## src/rtl/display_pkg.sv

```systemverilog
// Purpose : shared display types -- glyph codes, segment patterns, result enum, game-state/turn codes.
// Latency : n/a (package, helper functions are purely combinational).
// Backpress: n/a.
// Contents: glyph_e / SEG_* constants, result_e, dispState_e, GS_* and TURN_* codes, sum-to-glyph helper.
package display_pkg;

  // Game-state and turn codes, kept identical to the game block's shared encoding.
  localparam logic [3:0] GS_IDLE   = 4'd0;
  localparam logic [3:0] GS_DEAL   = 4'd1;
  localparam logic [3:0] GS_PLAYER = 4'd2;
  localparam logic [3:0] GS_DEALER = 4'd3;
  localparam logic [3:0] GS_WIN    = 4'd4;
  localparam logic [3:0] GS_LOSE   = 4'd5;
  localparam logic [3:0] GS_TIE    = 4'd6;

  localparam logic [1:0] TURN_NONE   = 2'd0;
  localparam logic [1:0] TURN_PLAYER = 2'd1;
  localparam logic [1:0] TURN_DEALER = 2'd2;

  typedef enum logic [1:0] {RES_NONE, RES_WIN, RES_LOSE, RES_TIE} result_e;

  typedef enum logic {ST_LIVE, ST_HOLD} dispState_e;

  // Digits occupy codes 0-9 so a decimal value casts straight to its glyph.
  typedef enum logic [4:0] {
    GL_0, GL_1, GL_2, GL_3, GL_4, GL_5, GL_6, GL_7, GL_8, GL_9,
    GL_BLANK, GL_DASH, GL_P, GL_D, GL_U, GL_L, GL_O, GL_T, GL_I
  } glyph_e;

  typedef struct packed {
    glyph_e tens;
    glyph_e ones;
  } glyphPair_t;

  // Active-low segments, bit order {g,f,e,d,c,b,a}.
  localparam logic [6:0] SEG_0     = 7'h40;
  localparam logic [6:0] SEG_1     = 7'h79;
  localparam logic [6:0] SEG_2     = 7'h24;
  localparam logic [6:0] SEG_3     = 7'h30;
  localparam logic [6:0] SEG_4     = 7'h19;
  localparam logic [6:0] SEG_5     = 7'h12;
  localparam logic [6:0] SEG_6     = 7'h02;
  localparam logic [6:0] SEG_7     = 7'h78;
  localparam logic [6:0] SEG_8     = 7'h00;
  localparam logic [6:0] SEG_9     = 7'h10;
  localparam logic [6:0] SEG_BLANK = 7'h7F;
  localparam logic [6:0] SEG_DASH  = 7'h3F;
  localparam logic [6:0] SEG_P     = 7'h0C;
  localparam logic [6:0] SEG_D     = 7'h21;
  localparam logic [6:0] SEG_U     = 7'h41;
  localparam logic [6:0] SEG_L     = 7'h47;
  localparam logic [6:0] SEG_O     = 7'h23;
  localparam logic [6:0] SEG_T     = 7'h07;
  localparam logic [6:0] SEG_I     = 7'h4F;

  function automatic result_e resultOf(input logic [3:0] gs);
    case (gs)
      GS_WIN:  return RES_WIN;
      GS_LOSE: return RES_LOSE;
      GS_TIE:  return RES_TIE;
      default: return RES_NONE;
    endcase
  endfunction

  // Two decimal digits for a 0-31 sum; the tens digit is blanked when zero.
  function automatic glyphPair_t sumGlyphs(input logic [4:0] sum);
    glyphPair_t g;
    if (sum >= 5'd30) begin
      g.tens = GL_3;
      g.ones = glyph_e'(sum - 5'd30);
    end else if (sum >= 5'd20) begin
      g.tens = GL_2;
      g.ones = glyph_e'(sum - 5'd20);
    end else if (sum >= 5'd10) begin
      g.tens = GL_1;
      g.ones = glyph_e'(sum - 5'd10);
    end else begin
      g.tens = GL_BLANK;
      g.ones = glyph_e'(sum);
    end
    return g;
  endfunction

endpackage

```

## src/rtl/score_display_if.sv

```systemverilog
// Purpose : bundles the game-block inputs and the display outputs of score_display.
// Latency : n/a (wires only).
// Backpress: none; all signals are levels.
// Modports: master = game/board side (drives sums/state/turn), slave = score_display.
interface score_display_if;
  logic [4:0] i_playerHandSum;
  logic [4:0] i_dealerHandSum;
  logic [3:0] i_gameState;
  logic [1:0] i_turn;
  logic [6:0] o_hex5, o_hex4, o_hex3, o_hex2, o_hex1, o_hex0;
  logic       o_ledWin, o_ledLose, o_ledTie;
  logic       o_holdActive;
  logic [6:0] o_winCount, o_lossCount;

  modport master (
    output i_playerHandSum, i_dealerHandSum, i_gameState, i_turn,
    input  o_hex5, o_hex4, o_hex3, o_hex2, o_hex1, o_hex0,
    input  o_ledWin, o_ledLose, o_ledTie, o_holdActive, o_winCount, o_lossCount
  );

  modport slave (
    input  i_playerHandSum, i_dealerHandSum, i_gameState, i_turn,
    output o_hex5, o_hex4, o_hex3, o_hex2, o_hex1, o_hex0,
    output o_ledWin, o_ledLose, o_ledTie, o_holdActive, o_winCount, o_lossCount
  );
endinterface

```

## src/rtl/segment_encoder.sv

```systemverilog
// Purpose : glyph code to active-low seven-segment pattern {g,f,e,d,c,b,a}.
// Latency : combinational.
// Backpress: none.
// Ports   : i_glyph (glyph_e), o_seg (7-bit active-low segments).
module segment_encoder
  import display_pkg::*;
(
  input  glyph_e     i_glyph,
  output logic [6:0] o_seg
);
  always_comb begin
    o_seg = SEG_BLANK;
    case (i_glyph)
      GL_0:     o_seg = SEG_0;
      GL_1:     o_seg = SEG_1;
      GL_2:     o_seg = SEG_2;
      GL_3:     o_seg = SEG_3;
      GL_4:     o_seg = SEG_4;
      GL_5:     o_seg = SEG_5;
      GL_6:     o_seg = SEG_6;
      GL_7:     o_seg = SEG_7;
      GL_8:     o_seg = SEG_8;
      GL_9:     o_seg = SEG_9;
      GL_DASH:  o_seg = SEG_DASH;
      GL_P:     o_seg = SEG_P;
      GL_D:     o_seg = SEG_D;
      GL_U:     o_seg = SEG_U;
      GL_L:     o_seg = SEG_L;
      GL_O:     o_seg = SEG_O;
      GL_T:     o_seg = SEG_T;
      GL_I:     o_seg = SEG_I;
      default:  o_seg = SEG_BLANK;
    endcase
  end
endmodule

```

## src/rtl/score_display.sv

```systemverilog
// Purpose : blackjack score display -- live sums/turn, frozen result snapshot with blinking status, tallies.
// Latency : live digits combinational; snapshot, LEDs, o_holdActive and tallies update one clock after a result cycle.
// Backpress: none; inputs are sampled every clock, outputs are levels.
// Ports   : i_clk, i_reset (async, active-high); bus (score_display_if.slave): sums/state/turn in,
//           hex5-4 dealer, hex3-2 player, hex1-0 status, result LEDs, o_holdActive, win/loss tallies out.
// Config  : define SCORE_DISPLAY_DEALER_MASK_EN to show "--" for the dealer sum during the player's turn.
module score_display
  import display_pkg::*;
#(
  parameter int HOLD_CYCLES  = 100000000,
  parameter int BLINK_CYCLES = 12500000
) (
  input  logic           i_clk,
  input  logic           i_reset,
  score_display_if.slave bus
);
  localparam int HOLD_W  = $clog2(HOLD_CYCLES + 1);
  localparam int BLINK_W = $clog2(2 * BLINK_CYCLES);
  localparam logic [HOLD_W-1:0]  HOLD_LOAD  = HOLD_W'(HOLD_CYCLES - 1);
  localparam logic [BLINK_W-1:0] BLINK_HALF = BLINK_W'(BLINK_CYCLES);
  localparam logic [BLINK_W-1:0] BLINK_LAST = BLINK_W'(2 * BLINK_CYCLES - 1);
  localparam logic [6:0]         TALLY_MAX  = 7'd99;

  dispState_e         state;
  logic [4:0]         snapPlayer, snapDealer;
  result_e            snapResult;
  logic [HOLD_W-1:0]  holdCnt;
  logic [BLINK_W-1:0] blinkCnt;
  logic [3:0]         prevGameState;
  logic [6:0]         winCount, lossCount;
  logic               ledWin, ledLose, ledTie, holdActive;

  result_e liveResult;
  logic    resultEntry;
  logic    latchNow;

  assign liveResult  = resultOf(bus.i_gameState);
  // A result only counts (and only re-latches during HOLD) on the cycle it first appears.
  assign resultEntry = (liveResult != RES_NONE) && (bus.i_gameState != prevGameState);
  assign latchNow    = (liveResult != RES_NONE) && ((state == ST_LIVE) || resultEntry);

  always_ff @(posedge i_clk or posedge i_reset) begin
    if (i_reset) begin
      state         <= ST_LIVE;
      snapPlayer    <= '0;
      snapDealer    <= '0;
      snapResult    <= RES_NONE;
      holdCnt       <= '0;
      blinkCnt      <= '0;
      prevGameState <= '0;
      winCount      <= '0;
      lossCount     <= '0;
      ledWin        <= 1'b0;
      ledLose       <= 1'b0;
      ledTie        <= 1'b0;
      holdActive    <= 1'b0;
    end else begin
      prevGameState <= bus.i_gameState;
      if (resultEntry && (liveResult == RES_WIN) && (winCount != TALLY_MAX))
        winCount <= winCount + 7'd1;
      if (resultEntry && (liveResult == RES_LOSE) && (lossCount != TALLY_MAX))
        lossCount <= lossCount + 7'd1;

      if (latchNow) begin
        state      <= ST_HOLD;
        snapPlayer <= bus.i_playerHandSum;
        snapDealer <= bus.i_dealerHandSum;
        snapResult <= liveResult;
        holdCnt    <= HOLD_LOAD;
        blinkCnt   <= '0;
        ledWin     <= (liveResult == RES_WIN);
        ledLose    <= (liveResult == RES_LOSE);
        ledTie     <= (liveResult == RES_TIE);
        holdActive <= 1'b1;
      end else if (state == ST_HOLD) begin
        blinkCnt <= (blinkCnt == BLINK_LAST) ? '0 : blinkCnt + 1'b1;
        if (holdCnt == '0) begin
          state      <= ST_LIVE;
          ledWin     <= 1'b0;
          ledLose    <= 1'b0;
          ledTie     <= 1'b0;
          holdActive <= 1'b0;
        end else begin
          holdCnt <= holdCnt - 1'b1;
        end
      end
    end
  end

  glyphPair_t livePlayerG, liveDealerG, snapPlayerG, snapDealerG;
  logic       blinkOn;
  glyph_e     glyph [6];
  logic [6:0] seg [6];

  assign livePlayerG = sumGlyphs(bus.i_playerHandSum);
  assign liveDealerG = sumGlyphs(bus.i_dealerHandSum);
  assign snapPlayerG = sumGlyphs(snapPlayer);
  assign snapDealerG = sumGlyphs(snapDealer);
  // First half of each blink period shows the glyph, second half is blank.
  assign blinkOn     = (blinkCnt < BLINK_HALF);

  always_comb begin
    for (int i = 0; i < 6; i++) glyph[i] = GL_BLANK;
    if (state == ST_HOLD) begin
      glyph[5] = snapDealerG.tens;
      glyph[4] = snapDealerG.ones;
      glyph[3] = snapPlayerG.tens;
      glyph[2] = snapPlayerG.ones;
      if (blinkOn) begin
        case (snapResult)
          RES_WIN:  begin glyph[1] = GL_U; glyph[0] = GL_P; end
          RES_LOSE: begin glyph[1] = GL_L; glyph[0] = GL_O; end
          RES_TIE:  begin glyph[1] = GL_T; glyph[0] = GL_I; end
          default:  begin glyph[1] = GL_BLANK; glyph[0] = GL_BLANK; end
        endcase
      end
    end else begin
`ifdef SCORE_DISPLAY_DEALER_MASK_EN
      if (bus.i_turn == TURN_PLAYER) begin
        glyph[5] = GL_DASH;
        glyph[4] = GL_DASH;
      end else begin
        glyph[5] = liveDealerG.tens;
        glyph[4] = liveDealerG.ones;
      end
`else
      glyph[5] = liveDealerG.tens;
      glyph[4] = liveDealerG.ones;
`endif
      glyph[3] = livePlayerG.tens;
      glyph[2] = livePlayerG.ones;
      case (bus.i_turn)
        TURN_PLAYER: glyph[1] = GL_P;
        TURN_DEALER: glyph[1] = GL_D;
        default:     glyph[1] = GL_BLANK;
      endcase
    end
  end

  for (genvar k = 0; k < 6; k++) begin : g_digit
    segment_encoder u_enc (.i_glyph(glyph[k]), .o_seg(seg[k]));
  end

  assign bus.o_hex5       = seg[5];
  assign bus.o_hex4       = seg[4];
  assign bus.o_hex3       = seg[3];
  assign bus.o_hex2       = seg[2];
  assign bus.o_hex1       = seg[1];
  assign bus.o_hex0       = seg[0];
  assign bus.o_ledWin     = ledWin;
  assign bus.o_ledLose    = ledLose;
  assign bus.o_ledTie     = ledTie;
  assign bus.o_holdActive = holdActive;
  assign bus.o_winCount   = winCount;
  assign bus.o_lossCount  = lossCount;
endmodule

```

## src/flat_wrapper.sv

```systemverilog
// flat-port wrapper written by rule: the top's interface ports become plain ports
module score_display_flat import display_pkg::*;
#(
  parameter int HOLD_CYCLES  = 100000000,
  parameter int BLINK_CYCLES = 12500000
)
  (i_clk, i_reset, bus_i_playerHandSum, bus_i_dealerHandSum, bus_i_gameState, bus_i_turn, bus_o_hex5, bus_o_hex4, bus_o_hex3, bus_o_hex2, bus_o_hex1, bus_o_hex0, bus_o_ledWin, bus_o_ledLose, bus_o_ledTie, bus_o_holdActive, bus_o_winCount, bus_o_lossCount);
  score_display_if bus_i ();
  input  logic i_clk;
  input  logic i_reset;
  input wire logic [$bits(bus_i.i_playerHandSum)-1:0] bus_i_playerHandSum;
  input wire logic [$bits(bus_i.i_dealerHandSum)-1:0] bus_i_dealerHandSum;
  input wire logic [$bits(bus_i.i_gameState)-1:0] bus_i_gameState;
  input wire logic [$bits(bus_i.i_turn)-1:0] bus_i_turn;
  output wire logic [$bits(bus_i.o_hex5)-1:0] bus_o_hex5;
  output wire logic [$bits(bus_i.o_hex4)-1:0] bus_o_hex4;
  output wire logic [$bits(bus_i.o_hex3)-1:0] bus_o_hex3;
  output wire logic [$bits(bus_i.o_hex2)-1:0] bus_o_hex2;
  output wire logic [$bits(bus_i.o_hex1)-1:0] bus_o_hex1;
  output wire logic [$bits(bus_i.o_hex0)-1:0] bus_o_hex0;
  output wire logic [$bits(bus_i.o_ledWin)-1:0] bus_o_ledWin;
  output wire logic [$bits(bus_i.o_ledLose)-1:0] bus_o_ledLose;
  output wire logic [$bits(bus_i.o_ledTie)-1:0] bus_o_ledTie;
  output wire logic [$bits(bus_i.o_holdActive)-1:0] bus_o_holdActive;
  output wire logic [$bits(bus_i.o_winCount)-1:0] bus_o_winCount;
  output wire logic [$bits(bus_i.o_lossCount)-1:0] bus_o_lossCount;
  assign bus_i.i_playerHandSum = bus_i_playerHandSum;
  assign bus_i.i_dealerHandSum = bus_i_dealerHandSum;
  assign bus_i.i_gameState = bus_i_gameState;
  assign bus_i.i_turn = bus_i_turn;
  assign bus_o_hex5 = bus_i.o_hex5;
  assign bus_o_hex4 = bus_i.o_hex4;
  assign bus_o_hex3 = bus_i.o_hex3;
  assign bus_o_hex2 = bus_i.o_hex2;
  assign bus_o_hex1 = bus_i.o_hex1;
  assign bus_o_hex0 = bus_i.o_hex0;
  assign bus_o_ledWin = bus_i.o_ledWin;
  assign bus_o_ledLose = bus_i.o_ledLose;
  assign bus_o_ledTie = bus_i.o_ledTie;
  assign bus_o_holdActive = bus_i.o_holdActive;
  assign bus_o_winCount = bus_i.o_winCount;
  assign bus_o_lossCount = bus_i.o_lossCount;
  score_display #(.HOLD_CYCLES(HOLD_CYCLES), .BLINK_CYCLES(BLINK_CYCLES)) u_core (.i_clk(i_clk), .i_reset(i_reset), .bus(bus_i));
endmodule
```

## config.mk

```make
export PLATFORM = sky130hd
export DESIGN_NAME = score_display_flat
export DESIGN_NICKNAME = d
export VERILOG_FILES = /design/src/rtl/display_pkg.sv /design/src/rtl/score_display_if.sv /design/src/rtl/segment_encoder.sv /design/src/rtl/score_display.sv /design/src/flat_wrapper.sv
export SDC_FILE = /design/constraint.sdc
export NUM_CORES = 1
export LEC_CHECK = 0
export BUFFER_PORTS_ARGS = -buffer_cell sky130_fd_sc_hd__buf_2
export CORE_MARGIN = 4
export CORE_UTILIZATION = 55
export CTS_CLUSTER_DIAMETER = 60
export DETAILED_ROUTE_END_ITERATION = 8
export GPL_ROUTABILITY_DRIVEN = 0
export PLACE_DENSITY = 0.74
export SLEW_MARGIN = 5
export SYNTH_ARGS = -nofsm -noshare
export SYNTH_HDL_FRONTEND = slang
export SYNTH_SLANG_ARGS = --single-unit
```

## constraint.sdc

```tcl
create_clock -name i_clk -period 4.7 [get_ports i_clk]
set_input_delay 0.94 -clock i_clk [delete_from_list [all_inputs] [get_ports i_clk]]
set_output_delay 0.94 -clock i_clk [all_outputs]
set_load 0.02 [all_outputs]
```

==> metrics.md, run 1 <==
| Metric | Value |
|---|---|
| Leading area contributor after synthesis | dfrtp_1 |
| Metal3 WL | 732 um |
| Mean Syn Cell Area | 8.567 um2 |
| DR vias | 6229 |
| Area occupied by registers | 0.002177 mm2 |
| I/O pins | 78 |
| Design area | 0.007800 mm2 |
| Mapped Cells | 802 |
| Most frequent cell after synthesis | nand2_1 |
| Vias in the first global route | 5838 |
| Area grow syn2layout | 13.53% |
| Final Hold Viols | 0 |
| Layout filler cell count | 1054 |
| Number of core rows | 40 |
| Count of cell types in the netlist | 78 |
| Largest net degree at the start of global routing | 59 |
| DR iter-0 viols | 631 |
| Worst path arrival time | 3.63 ns |
| Status | completed |
| Wl on met1 | 7286 um |
| Startpoint Class | input pin |
| Core Region | 0.01211 mm2 |
| Post-synthesis xor/xnor area fraction | 7.266% |
| CP max FO | 9 |
| Worst vdd ir | 0.3453 mV |
| DRT Pass-1 Iters | 6 |
| Total Routed Length | 16150 um |
| Top cells by count, synth | nand2_1, dfrtp_1, nor2_1 |
| LEAKAGE | 3.412 nW |
| Post-route insts no fill | 1048 |
| Worst r2r dst | u_core.holdCnt[13] |
| Internal power | 1.828 mW |
| Setup Skew | 0.006725 ns |
| Synth Cell Area | 0.006870 mm2 |
| Number of synthesized flops with an enable pin | 0 |
| Largest family of logic cells by synthesized area | simple AND/OR/NAND/NOR gates |
| Global-route wire length before repair | 26990 um |
| Max Buffers Root-to-Sink | 2 |
| Die height | 119.8 um |
| Slew of the pin with the lowest slew margin | 0.9680 ns |
| Routed WL per cell | 15.41 um |
| Root Driver | clkbuf_16 |
| Synth top area share | 31.69% |
| Starting Density | 56.73% |
| Worst min path class | register to register |
| Compound-Gate Fraction of Synth Area | 17.87% |
| Reg2Reg Setup Slack | 1.75 ns |
| Sequential Power Share | 29.4% |
| Comb power frac | 49.7% |
| Detail Placement HPWL | 11920 um |
| Top_reg_cell synth | dfrtp_1 |
| Power per cell area | 419.4 mW/mm2 |
| Final min period | 4.571 ns |
| Crit. End Element | output pin |
| Initial antenna violation count | 0 |
| Crit Path Class | input pin to output pin |
| Max Used Layer | met4 |
| Met2 WL | 7975 um |
| Worst-Skew Late Latency | 0.34 ns |
| Req. time, crit path | 3.76 ns |
| Die area | 0.01434 mm2 |
| Hold path start | u_core.bus.o_holdActive |
| Area after DPL | 0.007451 mm2 |
| Max-Cap Viols | 0 |
| Ranking of synthesized cells by area | dfrtp_1, ha_1, nand2_1, xor2_1, xnor2_1 |
| CTS Hold Bufs | 0 |
| Switching power of the nets | 1.444 mW |
| Worst Hold End | u_core.bus.o_holdActive |
| FF-to-FF path depth | 7 |
| Reg-to-Reg Start | u_core.holdCnt[3] |
| Synth Area in Adders | 11.11% |
| Nets | 954 |
| Fraction of registers with async set/reset | 100.0% |
| Sequential-to-total area share from yosys stat | 31.69% |
| CTS H-tree lvls | 3 |
| Overall die width | 119.8 um |
| Post-route ant nets | 0 |
| Clock power share | 20.8% |
| Synth warn | 0 |
| DP Cell Count | 1031 |
| Simple-gate share of the synthesized area | 24.90% |
| Num CTS Buffers | 9 |
| Share of layout cells above drive strength 1 | 16.82% |
| Hold Path Depth | 2 |
| Post-synthesis mux area share | 2.786% |
| # DRC | 0 |
| Fin crit share | 97.26% |
| Synth Register Bits | 87 |
| Reg clk slew, reported paths | 0.06 ns |
| Routed vias/inst | 5.944 |
| Grt total ovfl | 0 |
| Final setup fails | 0 |
| Util after Layout | 64.40% |
| Ant. Diodes | 0 |
| Clk sinks | 87 |
| CTS tree | yes |
| Slew headroom | 34.87% |
| Final-report max-slew violation count | 0 |
| Fmax | 0.2188 GHz |
| Number of buffers added on ports | 75 |
| Gr usage total | 22.11% |
| Multi-input logic area | 0.004457 mm2 |
| Switching Share | 44.13% |
[power by group through the flow]
stage	sequential (mW)	clock, mW	combinational, mW
after global placement	0.967	0	1.56
after CTS	0.961	0.691	1.60
after floorplan	0.977	0	1.13
after detailed placement	0.973	0	1.59
after global routing	0.982	0.725	1.79
final	0.963	0.681	1.63
[cell usage in the layout (no fill, tap or decap), types with 6 or more instances in the layout]
cell type  instances
a211oi_1           8
a21oi_1           30
a31oi_1           16
and2_1             9
and3_1             9
buf_2             74
buf_4             18
clkbuf_16          9
dfrtp_1           87
ha_1              59
inv_1             38
mux2_2             9
mux2i_1            9
nand2_1           95
nand2b_1          17
nand3_1           24
nand3b_1           6
nand4_1           14
nor2_1            61
nor2b_1            9
nor3_1            22
nor4_1             9
o211ai_1           8
o21ai_0           44
or3_1             11
xnor2_1           28
xor2_1            29
[per-stage QoR]
| stage | setup TNS [ns] | setup slack, ns | power (mW) | hold slack (ns) |
|---|---|---|---|---|
| 2_1_floorplan | 0 | 0.1593 | 2.110 | 0.4830 |
| 3_3_place_gp | 0 | 0.1646 | 2.522 | 0.4558 |
| 3_5_place_dp | 0 | 0.03763 | 2.563 | 0.4655 |
| 4_1_cts | 0 | 0.03626 | 3.249 | 0.4814 |
| 5_1_grt | -0.002210 | -0.002210 | 3.493 | 0.5082 |
| 6_report | 0 | 0.1286 | 3.271 | 0.4783 |
[final cells by class]
type | count | area share, %
flip-flops and latches | 87 | 27.91
clock buffers | 9 | 2.887
inverters | 41 | 1.989
multi-input cells | 643 | 57.14
clock inverters | 7 | 0.8021
repair buffers | 93 | 6.577
well taps | 168 | 2.695
[sequential cells by signal, indices dropped and copies added (netlist names), 2 cells and up]
name                    flops
u_core.blinkCnt            25
u_core.bus.o_lossCount      7
u_core.bus.o_winCount       7
u_core.holdCnt             27
u_core.prevGameState        4
u_core.snapDealer           5
u_core.snapPlayer           5
u_core.snapResult           2
[logic make-up after synthesis]
kind of cell,after synthesis
buffers and inverters,73
AND/OR/NAND/NOR,326
XOR/XNOR,57
multiplexers,18
other,1
flip-flops,87
AO/OA/AOI/OAI,179
adder cells (fa/ha/maj),61
[critical path, stage by stage]
cell      delay (ns)
buf_2           0.16
ha_1            0.18
nor2b_1         0.14
buf_4           0.14
or4b_1          0.46
o2111a_1        0.16
or4_1           0.63
a211oi_1        0.32
o21ai_0         0.11
a32o_1          0.23
buf_2           0.15
[layer usage]
layer / vias up / GRT usage, %
met5: - / 0
met4: 0 / 6.514
met2: 169 / 38.35
met1: 3001 / 29.15
li1: 3043 / -
met3: 16 / 2.545
[worst max-delay path by stage]
stage	start	to	slack (ns)	cells past startpoint
floorplan	bus_i_dealerHandSum[1]	bus_o_hex4[0]	0.16	12
global placement	bus_i_dealerHandSum[2]	bus_o_hex4[6]	0.16	11
detailed placement	bus_i_dealerHandSum[3]	bus_o_hex4[4]	0.04	13
CTS	bus_i_dealerHandSum[3]	bus_o_hex4[4]	0.04	13
global route	bus_i_dealerHandSum[2]	bus_o_hex4[6]	-0.002	11
finish	bus_i_dealerHandSum[2]	bus_o_hex4[5]	0.13	11
[repair_timing]
item | CTS | global route
resized for setup | 0 | 15
setup buffers | 0 | 1
setup endpoints to repair | 0 | 7
No activity file was read; power rests on OpenSTA's default activity.
==> run 2, diff against run 1 <==
Settings changed: CAP_MARGIN set to 0, CTS_BUF_LIST set to sky130_fd_sc_hd__clkbuf_8, TNS_END_PERCENT set to 1.
==> metrics.md, run 2 (synthesis results as in run 1) <==
| Metric | Value |
|---|---|
| Routed WL per cell | 15.16 um (was 15.41 um) |
| Max reg flops | 27 (unchanged) |
| Overall die width | 119.8 um (unchanged) |
| Worst min path class | register to register (unchanged) |
| Top flop regs | u_core.holdCnt x27, u_core.blinkCnt x25 (unchanged) |
| Worst vdd ir | 0.2793 mV (was 0.3453 mV) |
| Reg clk slew, reported paths | 0.09 ns (was 0.06 ns) |
| Commonest non-fill, non-tap cell in the layout | nand2_1 (unchanged) |
| Switching power of the nets | 1.421 mW (was 1.444 mW) |
| Initial antenna violation count | 0 (unchanged) |
| Slowest cell on the critical path | or4_1 (unchanged) |
| Final setup fails | 0 (unchanged) |
| Final min period | 4.588 ns (was 4.571 ns) |
| Number of core rows | 40 (unchanged) |
| Fin Setup TNS | 0 ns (unchanged) |
| FF-to-FF path depth | 7 (unchanged) |
| Nets | 953 (was 954) |
| Clk sinks | 87 (unchanged) |
| Slew headroom | 36.17% (was 34.87%) |
| Share of layout cells above drive strength 1 | 16.84% (was 16.82%) |
| I/O pins | 78 (unchanged) |
| Global-route wire length before repair | 26770 um (was 26990 um) |
| CP max FO | 9 (unchanged) |
| Hold Path Depth | 2 (unchanged) |
| Max-Cap Viols | 0 (unchanged) |
| Power per cell area | 400.5 mW/mm2 (was 419.4 mW/mm2) |
| CTS H-tree lvls | 3 (unchanged) |
| Die area | 0.01434 mm2 (unchanged) |
| Switching Share | 46.11% (was 44.13%) |
| Worst path arrival time | 3.65 ns (was 3.63 ns) |
| Req. time, crit path | 3.76 ns (about the same) |
| Num CTS Buffers | 9 (unchanged) |
| Fin crit share | 97.63% (was 97.26%) |
| Post CTS Setup Buffer Count | 0 (unchanged) |
| Crit. End Element | output pin (unchanged) |
| Area grow syn2layout | 11.97% (was 13.53%) |
| Clock power share | 16.0% (was 20.8%) |
| Largest net degree at the start of global routing | 59 (unchanged) |
| Vias in the first global route | 5785 (was 5838) |
| Critical path's largest stage delay | 0.65 ns (was 0.63 ns) |
| Root Driver | clkbuf_8 (was clkbuf_16) |
| Final-report max-slew violation count | 0 (unchanged) |
| Max Buffers Root-to-Sink | 2 (unchanged) |
| Sequential Power Share | 31.2% (was 29.4%) |
| Number of buffers added on ports | 75 (unchanged) |
| Ant. Diodes | 0 (unchanged) |
| Slew of the pin with the lowest slew margin | 0.9488 ns (was 0.9680 ns) |
| Die height | 119.8 um (unchanged) |
| Setup Skew | 0.01100 ns (was 0.006725 ns) |
| Post-route ant nets | 0 (unchanged) |
| Startpoint Class | input pin (unchanged) |
| Detail Placement HPWL | 11920 um (unchanged) |
| Final Hold Viols | 0 (unchanged) |
| Crit Path Class | input pin to output pin (unchanged) |
| Status | completed (unchanged) |
| Core Region | 0.01211 mm2 (unchanged) |
| Comb power frac | 52.8% (was 49.7%) |
| CTS tree | yes (unchanged) |
| DRT Pass-1 Iters | 5 (was 6) |
| LEAKAGE | 3.360 nW (was 3.412 nW) |
| Total Routed Length | 15870 um (was 16150 um) |
| Power Total | 3.081 mW (was 3.271 mW) |
| Most frequent cells in the layout | nand2_1, dfrtp_1, buf_2 (unchanged) |
| Internal power | 1.660 mW (was 1.828 mW) |
| Starting Density | 56.73% (unchanged) |
| DR iter-0 viols | 661 (was 631) |
| Fmax | 0.2179 GHz (was 0.2188 GHz) |
| Critical-path cell list | buf_2 -> ha_1 -> nor2b_1 -> buf_4 -> or4b_1 -> o2111a_1 -> or4_1 -> a211oi_1 -> o21ai_0 -> a32o_1 -> buf_2 (unchanged) |
| Crit-path most repeated cell | buf_2 (unchanged) |
| Worst-Skew Late Latency | 0.35 ns (was 0.34 ns) |
| # DRC | 0 (unchanged) |
| Top reg by flops | u_core.holdCnt (unchanged) |
| Grt total ovfl | 0 (unchanged) |
| DR vias | 6191 (was 6229) |
| Routed vias/inst | 5.913 (was 5.944) |
| Gr usage total | 21.93% (was 22.11%) |
==> run 2: changes by cell type in the layout (fill, tap and decap cells not counted) <==
| cell | previous run | this run |
|---|---|---|
| clkbuf_16 | 9 | 0 |
| dfrtp_1 | 87 | 86 |
| clkbuf_8 | 0 | 9 |
| dfrtp_2 | 0 | 1 |
| buf_4 | 18 | 17 |
==> run 2: critical path, delay by kind of cell <==
family	cells	cell delay, ns
simple gates	3	1.25
compound gates	4	0.83
buf+inv	3	0.44
fa+ha+maj	1	0.18
==> run 2: timing repair <==
action                                  in CTS  in global routing
hold endpoints to repair                     0                  0
hold buffers                                 0                  0
resized for setup                            0                 16
endpoints found under the setup margin       0                  7
==> run 2: layout make-up <==
| class | instances | area, um2 |
|---|---|---|
| Fill cell | 1070 | 4419 |
| Timing Repair Buffer | 92 | 505.5 |
| Multi-Input combinational cell | 643 | 4457 |
| Sequential cell | 87 | 2178 |
| Tap cell | 168 | 210.2 |
| Clock buffer | 9 | 123.9 |
| Clock inverter | 7 | 62.56 |
| Inverter | 41 | 155.1 |
==> run 2: worst paths after layout <==
check / to / start / slack, ns
min: u_core.bus.o_holdActive / u_core.bus.o_holdActive / 0.48
max: bus_o_hex4[5] / bus_i_dealerHandSum[2] / 0.11
min in group asynchronous: u_core.bus.o_lossCount[1] / i_reset / 0.76
min reg2reg: u_core.bus.o_holdActive / u_core.bus.o_holdActive / 0.48
max in group asynchronous: u_core.blinkCnt[5] / i_reset / 3.02
max reg2reg: u_core.holdCnt[13] / u_core.holdCnt[3] / 1.75
==> run 2: per-layer routing <==
layer / GRT usage (%) / wire (um) / vias to the layer above
met5: 0 / 0 / -
met4: 5.655 / 135 / 0
met3: 3.110 / 742 / 16
met2: 37.50 / 7721 / 168
met1: 29.34 / 7274 / 2964
li1: - / - / 3043
==> run 2: stage by stage <==
step           worst slack, ns  instances  hold WS (ns)  cell area, um2  utilization (%)
6_report                0.1116       1047        0.4830            7692            63.51
3_5_place_dp           0.03763       1031        0.4655            7451            61.52
5_1_grt              -0.002210       1047        0.5131            7692            63.51
4_1_cts                0.03626       1047        0.4876            7637            63.06
3_3_place_gp            0.1646       1031        0.4558            7451            61.52
2_1_floorplan           0.1593        803        0.4830            6874                -
==> run 2: power by group through the flow <==
stage               clock network (mW)  registers (mW)  logic (mW)
finish                           0.493           0.961        1.63
global route                     0.542           0.981        1.78
CTS                              0.504           0.959        1.60
detailed placement                   0           0.973        1.59
global placement                     0           0.967        1.56
floorplan                            0           0.977        1.13
==> run 3, diff against run 2 <==
Settings changed: CTS_BUF_LIST sky130_fd_sc_hd__clkbuf_8 to sky130_fd_sc_hd__clkbuf_8 sky130_fd_sc_hd__clkbuf_16, GPL_TIMING_DRIVEN set to 0.
==> metrics.md, run 3 (synthesis results as in run 1) <==
| Metric | Value |
|---|---|
| Reg-to-Reg Start | u_core.state (was u_core.holdCnt[3]) |
| Crit Path Class | input pin to output pin (unchanged) |
| Vias in the first global route | 5990 (was 5785) |
| Worst path arrival time | 3.72 ns (was 3.65 ns) |
| Top flop regs | u_core.holdCnt x27, u_core.blinkCnt x25 (unchanged) |
| Setup Skew | 0.007678 ns (was 0.01100 ns) |
| Post-route insts no fill | 1063 (was 1047) |
| Most frequent cells in the layout | nand2_1, dfrtp_1, buf_2 (unchanged) |
| Number of core rows | 40 (unchanged) |
| Slew headroom | 29.40% (was 36.17%) |
| DR iter-0 viols | 562 (was 661) |
| Pre-CTS setup slack | -0.4885 ns (was 0.03763 ns) |
| Routed WL per cell | 15.44 um (was 15.16 um) |
| Worst hold slack | 0.4807 ns (was 0.4830 ns) |
| Layout filler cell count | 1059 (was 1070) |
| Reg clk slew, reported paths | 0.06 ns (was 0.09 ns) |
| Number of buffers added on ports | 74 (was 75) |
| Top reg by flops | u_core.holdCnt (unchanged) |
| Total Routed Length | 16410 um (was 15870 um) |
| CP max FO | 9 (unchanged) |
| Final-report max-slew violation count | 0 (unchanged) |
| Final WS setup | 0.03697 ns (was 0.1116 ns) |
| Req. time, crit path | 3.76 ns (about the same) |
| CTS tree | yes (unchanged) |
| Worst min path class | register to register (unchanged) |
| Starting Density | 56.73% (unchanged) |
| Gr usage total | 22.82% (was 21.93%) |
| Detail Placement HPWL | 12390 um (was 11920 um) |
| Area after DPL | 0.007485 mm2 (was 0.007451 mm2) |
| Core Region | 0.01211 mm2 (unchanged) |
| I/O pins | 78 (unchanged) |
| Share of layout cells above drive strength 1 | 16.20% (was 16.84%) |
| Fmax | 0.2145 GHz (was 0.2179 GHz) |
| DRT Pass-1 Iters | 6 (was 5) |
| Hold path start | u_core.bus.o_holdActive (unchanged) |
| Max-Cap Viols | 0 (unchanged) |
| Power Total | 3.317 mW (was 3.081 mW) |
| Post-route ant nets | 0 (unchanged) |
| Startpoint Class | input pin (unchanged) |
| Global-route wire length before repair | 27540 um (was 26770 um) |
| DR vias | 6268 (was 6191) |
| Die area | 0.01434 mm2 (unchanged) |
| Worst vdd ir | 0.3270 mV (was 0.2793 mV) |
| Design area | 0.007905 mm2 (was 0.007692 mm2) |
| Nets | 969 (was 953) |
| LEAKAGE | 3.425 nW (was 3.360 nW) |
| Overall die width | 119.8 um (unchanged) |
| Area grow syn2layout | 15.06% (was 11.97%) |
| DP Cell Count | 1046 (was 1031) |
| Final Hold Viols | 0 (unchanged) |
| Commonest non-fill, non-tap cell in the layout | nand2_1 (unchanged) |
| Routed vias/inst | 5.897 (was 5.913) |
| Util after Layout | 65.27% (was 63.51%) |
| Ant. Diodes | 0 (unchanged) |
| Die height | 119.8 um (unchanged) |
| Initial antenna violation count | 0 (unchanged) |
| Worst-Skew Late Latency | 0.34 ns (was 0.35 ns) |
| Fin Setup TNS | 0 ns (unchanged) |
| Max Buffers Root-to-Sink | 2 (unchanged) |
| Power per cell area | 419.6 mW/mm2 (was 400.5 mW/mm2) |
| Final setup fails | 0 (unchanged) |
| Largest net degree at the start of global routing | 62 (was 59) |
| RSZ-0062 raised after global routing | true |
| CTS Hold Bufs | 0 (unchanged) |
| Slew of the pin with the lowest slew margin | 1.056 ns (was 0.9488 ns) |
| CTS H-tree lvls | 3 (unchanged) |
| Fin crit share | 99.21% (was 97.63%) |
| Max reg flops | 27 (unchanged) |
| Crit. End Element | output pin (unchanged) |
| Final min period | 4.663 ns (was 4.588 ns) |
| Root Driver | clkbuf_16 (was clkbuf_8) |
| Status | completed (unchanged) |
| Critical Path Start | bus_i_dealerHandSum[1] (was bus_i_dealerHandSum[2]) |
| Grt total ovfl | 0 (unchanged) |
| Num CTS Buffers | 9 (unchanged) |
| # DRC | 0 (unchanged) |
| Clk sinks | 87 (unchanged) |
==> run 3: changes by cell type in the layout (fill, tap and decap cells not counted), moves of 2 or more <==
cell,previous run,this run
buf_4,17,9
clkbuf_1,0,20
buf_1,0,2
clkinv_2,2,4
a2111oi_0,3,1
clkbuf_16,0,9
ha_2,2,0
clkbuf_8,9,1
inv_8,2,0
clkinv_4,2,0
==> run 3: where the power goes <==
part	internal [mW]	switching (mW)	total, mW
registers	0.837	0.116	0.953
clock network	0.424	0.288	0.713
logic	0.633	1.02	1.65
total	1.89	1.42	3.32
==> run 3: worst paths after layout <==
| check | endpoint | slack, ns | cells past startpoint |
|---|---|---|---|
| max in group asynchronous | u_core.blinkCnt[8] | 3.52 | 3 |
| hold / removal | u_core.bus.o_holdActive | 0.48 | 2 |
| min in group asynchronous | u_core.bus.o_winCount[0] | 0.58 | 2 |
| hold reg to reg | u_core.bus.o_holdActive | 0.48 | 2 |
| setup / recovery | bus_o_hex4[4] | 0.04 | 13 |
| setup reg to reg | u_core.holdCnt[7] | 1.89 | 6 |
==> run 3: critical path: stages <==
cell,delay (ns)
clkbuf_4,0.16
inv_2,0.08
ha_1,0.19
nor2b_1,0.17
or3_1,0.36
a31oi_4,0.17
mux2_2,0.39
or2_4,0.29
ha_1,0.25
nor2_1,0.16
mux2i_1,0.10
mux2_2,0.27
buf_2,0.16
==> run 3: layout make-up <==
cell class / count / area [um2] / share of cell area, %
Buffer: 30 / 137.6 / 1.741
Clock buffer: 10 / 239.0 / 3.023
Tap cell: 168 / 210.2 / 2.659
Sequential cell: 87 / 2177 / 27.54
Timing Repair Buffer: 78 / 425.4 / 5.381
Multi-Input combinational cell: 643 / 4501 / 56.93
Inverter: 41 / 156.4 / 1.978
Clock inverter: 6 / 58.81 / 0.7439
==> run 3: routing by layer <==
metal / vias to the layer above / part of all wire (%) / GRT usage [%]
li1: 3071 / - / -
met1: 3004 / 46 / 30.76
met2: 170 / 49 / 37.78
met3: 23 / 4.5 / 3.817
met4: 0 / 1.1 / 6.943
met5: - / 0 / 0
==> run 3: repair_timing <==
action / in CTS / in global routing
pin swaps: 3 / 3
resized for setup: 8 / 21
setup buffers: 1 / 2
setup endpoints to repair: 14 / 12
